### src/rtl/cache_writeback.sv
// Direct-mapped write-back, write-allocate cache with a 4-word line and a single memory port.
// Define CACHE_PERF_CNT_EN to add the hit_count / miss_count outputs.
module cache_writeback #(
    parameter int NUM_BLOCKS = 8
) (
    input  logic         clk,
    input  logic         proc_reset,
    input  logic         proc_read,
    input  logic         proc_write,
    input  logic [29:0]  proc_addr,
    input  logic [31:0]  proc_wdata,
    output logic         proc_stall,
    output logic [31:0]  proc_rdata,
    output logic         mem_read,
    output logic         mem_write,
    output logic [27:0]  mem_addr,
    output logic [127:0] mem_wdata,
    input  logic [127:0] mem_rdata,
    input  logic         mem_ready
`ifdef CACHE_PERF_CNT_EN
    ,
    output logic [31:0]  hit_count,
    output logic [31:0]  miss_count
`endif
);

    localparam int INDEX_W = $clog2(NUM_BLOCKS);
    localparam int TAG_W   = 28 - INDEX_W;

    typedef enum logic [1:0] {
        IDLE,
        WRITEBACK,
        ALLOCATE
    } state_t;

    state_t state_q, state_d;

    logic [NUM_BLOCKS-1:0] valid_q, valid_d;
    logic [NUM_BLOCKS-1:0] dirty_q, dirty_d;
    logic [TAG_W-1:0]      tag_q  [NUM_BLOCKS];
    logic [TAG_W-1:0]      tag_d  [NUM_BLOCKS];
    logic [127:0]          data_q [NUM_BLOCKS];
    logic [127:0]          data_d [NUM_BLOCKS];

    logic         mem_read_q, mem_read_d;
    logic         mem_write_q, mem_write_d;
    logic [27:0]  mem_addr_q, mem_addr_d;
    logic [127:0] mem_wdata_q, mem_wdata_d;

    logic [TAG_W-1:0]   req_tag;
    logic [INDEX_W-1:0] req_idx;
    logic [1:0]         req_word;
    logic               req;
    logic               hit;
    logic               idle_hit;
    logic               idle_miss;
    logic [127:0]       line;
    logic [127:0]       fill;

    function automatic logic [127:0] put_word(
        input logic [127:0] l,
        input logic [1:0]   w,
        input logic [31:0]  d
    );
        logic [127:0] r;
        r = l;
        r[{w, 5'b0} +: 32] = d;
        return r;
    endfunction

    assign req_tag  = proc_addr[29 -: TAG_W];
    assign req_idx  = proc_addr[INDEX_W+1:2];
    assign req_word = proc_addr[1:0];
    assign req      = proc_read | proc_write;
    assign line     = data_q[req_idx];
    assign hit      = req && valid_q[req_idx] && (tag_q[req_idx] == req_tag);

    assign idle_hit  = (state_q == IDLE) && hit;
    assign idle_miss = (state_q == IDLE) && req && !hit;

    // A write miss merges the store into the incoming line so it lands dirty.
    always_comb begin
        fill = mem_rdata;
        if (proc_write) begin
            fill = put_word(mem_rdata, req_word, proc_wdata);
        end
    end

    always_comb begin
        state_d     = state_q;
        valid_d     = valid_q;
        dirty_d     = dirty_q;
        tag_d       = tag_q;
        data_d      = data_q;
        mem_read_d  = mem_read_q;
        mem_write_d = mem_write_q;
        mem_addr_d  = mem_addr_q;
        mem_wdata_d = mem_wdata_q;
        unique case (state_q)
            IDLE: begin
                if (hit) begin
                    if (proc_write) begin
                        data_d[req_idx]  = put_word(line, req_word, proc_wdata);
                        dirty_d[req_idx] = 1'b1;
                    end
                end else if (req) begin
                    if (valid_q[req_idx] && dirty_q[req_idx]) begin
                        state_d     = WRITEBACK;
                        mem_write_d = 1'b1;
                        mem_addr_d  = {tag_q[req_idx], req_idx};
                        mem_wdata_d = line;
                    end else begin
                        state_d    = ALLOCATE;
                        mem_read_d = 1'b1;
                        mem_addr_d = proc_addr[29:2];
                    end
                end
            end
            WRITEBACK: begin
                if (mem_ready) begin
                    state_d     = ALLOCATE;
                    mem_write_d = 1'b0;
                    mem_read_d  = 1'b1;
                    mem_addr_d  = proc_addr[29:2];
                end
            end
            ALLOCATE: begin
                if (mem_ready) begin
                    state_d          = IDLE;
                    mem_read_d       = 1'b0;
                    valid_d[req_idx] = 1'b1;
                    dirty_d[req_idx] = proc_write;
                    tag_d[req_idx]   = req_tag;
                    data_d[req_idx]  = fill;
                end
            end
            default: state_d = IDLE;
        endcase
    end

    always_ff @(posedge clk or posedge proc_reset) begin
        if (proc_reset) begin
            state_q     <= IDLE;
            valid_q     <= '0;
            dirty_q     <= '0;
            mem_read_q  <= 1'b0;
            mem_write_q <= 1'b0;
            mem_addr_q  <= '0;
            mem_wdata_q <= '0;
            for (int i = 0; i < NUM_BLOCKS; i++) begin
                tag_q[i]  <= '0;
                data_q[i] <= '0;
            end
        end else begin
            state_q     <= state_d;
            valid_q     <= valid_d;
            dirty_q     <= dirty_d;
            tag_q       <= tag_d;
            data_q      <= data_d;
            mem_read_q  <= mem_read_d;
            mem_write_q <= mem_write_d;
            mem_addr_q  <= mem_addr_d;
            mem_wdata_q <= mem_wdata_d;
        end
    end

    assign proc_stall = !proc_reset && ((state_q != IDLE) || (req && !hit));
    assign proc_rdata = (!proc_reset && idle_hit) ? line[{req_word, 5'b0} +: 32] : '0;
    assign mem_read   = mem_read_q;
    assign mem_write  = mem_write_q;
    assign mem_addr   = mem_addr_q;
    assign mem_wdata  = mem_wdata_q;

`ifdef CACHE_PERF_CNT_EN
    logic [31:0] hit_cnt_q, hit_cnt_d;
    logic [31:0] miss_cnt_q, miss_cnt_d;
    logic        post_fill_q, post_fill_d;

    // The hit that completes a refilled request belongs to its miss.
    always_comb begin
        hit_cnt_d   = hit_cnt_q;
        miss_cnt_d  = miss_cnt_q;
        post_fill_d = (state_q == ALLOCATE) && mem_ready;
        if (idle_hit && !post_fill_q) begin
            hit_cnt_d = hit_cnt_q + 32'd1;
        end
        if (idle_miss) begin
            miss_cnt_d = miss_cnt_q + 32'd1;
        end
    end

    always_ff @(posedge clk or posedge proc_reset) begin
        if (proc_reset) begin
            hit_cnt_q   <= '0;
            miss_cnt_q  <= '0;
            post_fill_q <= 1'b0;
        end else begin
            hit_cnt_q   <= hit_cnt_d;
            miss_cnt_q  <= miss_cnt_d;
            post_fill_q <= post_fill_d;
        end
    end

    assign hit_count  = hit_cnt_q;
    assign miss_count = miss_cnt_q;
`endif

endmodule

### config.mk
export PLATFORM = sky130hd
export DESIGN_NAME = cache_writeback
export DESIGN_NICKNAME = d
export VERILOG_FILES = /design/src/rtl/cache_writeback.sv
export SDC_FILE = /design/constraint.sdc
export NUM_CORES = 2
export LEC_CHECK = 0
export BUFFER_PORTS_ARGS = -buffer_cell sky130_fd_sc_hd__buf_4
export CAP_MARGIN = 40
export CORE_ASPECT_RATIO = 0.8
export CORE_MARGIN = 1.5
export CORE_UTILIZATION = 29
export CTS_CLUSTER_SIZE = 30
export DETAILED_ROUTE_END_ITERATION = 10
export MAX_ROUTING_LAYER = met4
export SYNTH_ARGS = -nofsm -noshare
export SYNTH_HDL_FRONTEND = slang
export SYNTH_SLANG_ARGS = --single-unit
export TNS_END_PERCENT = 1
### constraint.sdc
create_clock -name clk -period 50.8 [get_ports clk]
set_clock_uncertainty 0.2 [all_clocks]
set_input_delay 2.54 -clock clk [delete_from_list [all_inputs] [get_ports clk]]
set_output_delay 2.54 -clock clk [all_outputs]
set_load 0.005 [all_outputs]
==> impl_results.md <==
* ANT nets after route at 0
* Max Slew Vio Count at 0
* Vias in the first global route at 46200
* Largest net degree at the start of global routing at 164
* RSZ-0062 raised after global routing: no
* Worst path cell trace: buf_4 > buf_4 > and3_4 > buf_12 > buf_4 > a22o_1 > a221oi_1 > and3_1 > mux4_2 > nor2_1 > buf_4
* Share of cells above drive strength 1 at 23.2%
* Hold WS at 0.269 ns
* Final hold viol count at 0
* Most Crowded Layer GR: met2
* Max-slew headroom at 23.1%
* CTS Hold Bufs at 0
* Initial core utilization at 29.2%
* Synth unique cells at 54
* PwrDens at 58.5 nW/um^2
* Post-Synth Simple-Gate Area at 4.25%
* Slowest-stage cell, CP: buf_4
* Finished Core Util at 34.1%
* Port Buffers at 385
* Critical Path Stages at 11
* Nets@finish at 5377
* Worst slew pin tran at 1.15 ns
* DIE AREA at 227000 sq um
* Die width at 532 microns
* CP Class: input port to output pin
* DR vias/cell at 5.59
* Clock Sinks at 1400
* Data required time at the worst endpoint at 48.06 ns
* Register area share after synthesis at 53.9%
* Endpoints failing setup at 0
* Post-synth EDFFs at 0
* Yosys reg bits at 1400
* Post-Synth Adder-Cell Area at 0.0962%
* Overall power at 0.00445 W
* Worst R2R Start: tag_q[88]
* CTS buffer count at 154
* Syn Area/Cell at 13.2 sq um
* Critical path arrival at 6.70 ns
* Core Footprint at 223000 sq um
* Worst hold path startpoint: valid_q[2]
* Drt total wl at 245 mm
* Drt wl/cell at 29.5 microns
* Area Growth Syn to Fin at 17.0%
* Slowest Stage Delay on Critical Path at 0.66 ns
* Post-synth ARST share at 100%
* Kind of cell adding the most delay to the critical path: buffers and inverters
* VDD IR max at 42.1 uV
* Outcome: completed
* Gr usage total at 21.7%
* Setup TNS at 0 ns
* Worst r2r dst: data_q[362]
* Drt first pass iters at 8
* Clock transition at path regs at 0.06 ns
* FP Rows at 155
* Worst-Skew Late Latency at 0.82 ns
* Flop2flop setup slack at 45.02 ns
* Initial antenna violation count at 41
* CP Max Fanout at 39
* Critical path capture point: proc_rdata[27]
* Die Y at 426 microns
* CP Launch Point: proc_addr[4]
* Met2 GRT Util at 31.6%
* Io pins at 386
* Post-route clock period utilization at 18.6%
* Hpwl dp at 159 mm
* # resized after CTS at 0
* TritonCTS clock tree: built
* Met1 Use GR at 27.3%
* Largest family of logic cells by synthesized area: multiplexers
* Worst path bufs/invs at 5
* Synth Area in Compound Gates at 13.1%
* Most used cell, CP: buf_4
* Gate Count Post-Synth at 4942
* Leakage at 32.1 nW
* Residual DRC at 0
* Worst-case clock buffer depth at 3
* Finished Layout Cells at 8306
* First-pass GRT wire length at 349 mm
* Total number of vias at 46500
* Overflow after GRT at 0
* Placed Instances at 8002
* Max Cap Violations at 0
* RePlAce Congestion at 0.916
* Fin crit period at 9.44 ns
* Post-CTS Setup Inserts at 0
* Min-delay worst type: register to register
* Mux cell area share after synthesis at 24.6%
* Synthesized Nets at 5142
* Post-Synth XOR/XNOR Area at 0.121%
* R2R cell count at 12
* Clock Tree Root: clkbuf_16
* Crit. End Element: output pin
* Netlist Area Pre-Place at 65000 sq um
* Met3 Use GR at 4.78%
* H-tree Lvls at 4
* Predominant post-synthesis flop cell: dfrtp_1
* Type of origin of the critical path: input port
* 1st-iter DRT viols at 5098
* Max Fclk at 106 MHz
* Synth warn at 0
[cells in the mapped netlist, types with 27 or more instances]
library cell | count | area (sq um)
mux2_1 | 876 | 9860
o31ai_1 | 141 | 1060
mux4_2 | 47 | 1060
buf_1 | 27 | 101
buf_6 | 84 | 946
mux2i_1 | 57 | 571
o21ai_0 | 223 | 1120
dfrtp_1 | 1400 | 35000
nand2_1 | 58 | 218
nor2_1 | 239 | 897
and3_1 | 28 | 175
a22o_1 | 50 | 438
a22oi_1 | 524 | 3930
a211oi_1 | 64 | 480
mux2_2 | 397 | 4470
a221oi_1 | 92 | 806
and4_1 | 103 | 902
clkbuf_1 | 276 | 1040
a21oi_1 | 63 | 315
[power breakdown]
part | leakage, nW | internal, W | switching, W | total [W]
Clock | 2.48 | 0.000647 | 0.000481 | 0.00113
Combinational | 12.1 | 0.000598 | 0.000780 | 0.00138
Sequential | 17.5 | 0.00166 | 0.000286 | 0.00194
Total | 32.1 | 0.00290 | 0.00155 | 0.00445
[worst min-delay path by stage]
stage / endpoint / slack, ns / cells past startpoint
after CTS: valid_q[2] / 0.27 / 1
after global placement: valid_q[1] / 0.25 / 1
final: valid_q[2] / 0.27 / 1
after global routing: valid_q[2] / 0.28 / 1
after floorplan: valid_q[1] / 0.23 / 1
after detailed placement: valid_q[6] / 0.26 / 1
[layout by cell type (no fill, tap or decap), types with 8 or more instances in the layout]
master / instances
buf_4: 473
a2bb2oi_1: 9
clkinv_2: 23
o31ai_1: 141
xor2_1: 8
nor2_1: 235
and3_1: 27
a21oi_1: 63
diode_2: 33
nand2_1: 58
clkbuf_1: 40
a22oi_1: 524
or3_1: 16
a221oi_1: 92
mux4_2: 47
buf_12: 11
a22o_1: 50
clkbuf_8: 29
nand3_1: 11
mux2_2: 397
o21ai_4: 8
o21ai_0: 223
nand4_1: 11
dfrtp_1: 1400
clkbuf_16: 156
mux2i_1: 57
a211oi_1: 64
o22ai_1: 12
mux2_1: 876
buf_16: 30
nand2b_1: 12
and4_1: 102
[layer usage]
metal	vias up	share of wire, %
met5	-	0
met4	0	6.8
met3	492	8.0
met2	2060	44
met1	24700	41
li1	19200	-
[flip-flops by register name (all words and copies together), names as in the netlist]
signal	cells
data_q	1024
tag_q	200
mem_wdata	128
mem_addr	28
dirty_q	8
valid_q	8
state_q	2
mem_read	1
mem_write	1
[worst register-to-register path, delay by kind of cell, from the launching register on]
family                    cells  cell delay [ns]
and+or+nand+nor               3             0.96
muxes                         3             1.12
buffers and inverters         4             2.37
xor gates and xnor gates      1             0.35
AOI/OAI and AO/OA             1             0.28
DFF                           1             0.38
[logic make-up after synthesis]
| group | count (synthesis) |
|---|---|
| buffers and inverters | 442 |
| adders and majority gates | 5 |
| and+or+nand+nor | 514 |
| AOI/OAI and AO/OA | 1195 |
| DFF | 1400 |
| xor gates and xnor gates | 9 |
| muxes | 1377 |
[stage by stage]
step	area [sq um]	setup WS, ns
finish	76000	41.36
global route	76000	41.21
CTS	75900	41.40
detailed placement	70900	41.40
global placement	69900	41.00
floorplan	65000	8.56
[layout make-up]
cell class | count | area (sq um)
tap | 2983 | 3730
fill | 21700 | 147000
antenna | 33 | 82.6
multi-input combinational | 3100 | 27500
timing repair buffer | 517 | 4610
inverter | 4 | 22.5
clock buffer | 225 | 4450
sequential | 1400 | 35000
clock inverter | 44 | 583
Power figures use the tool's default switching activity.
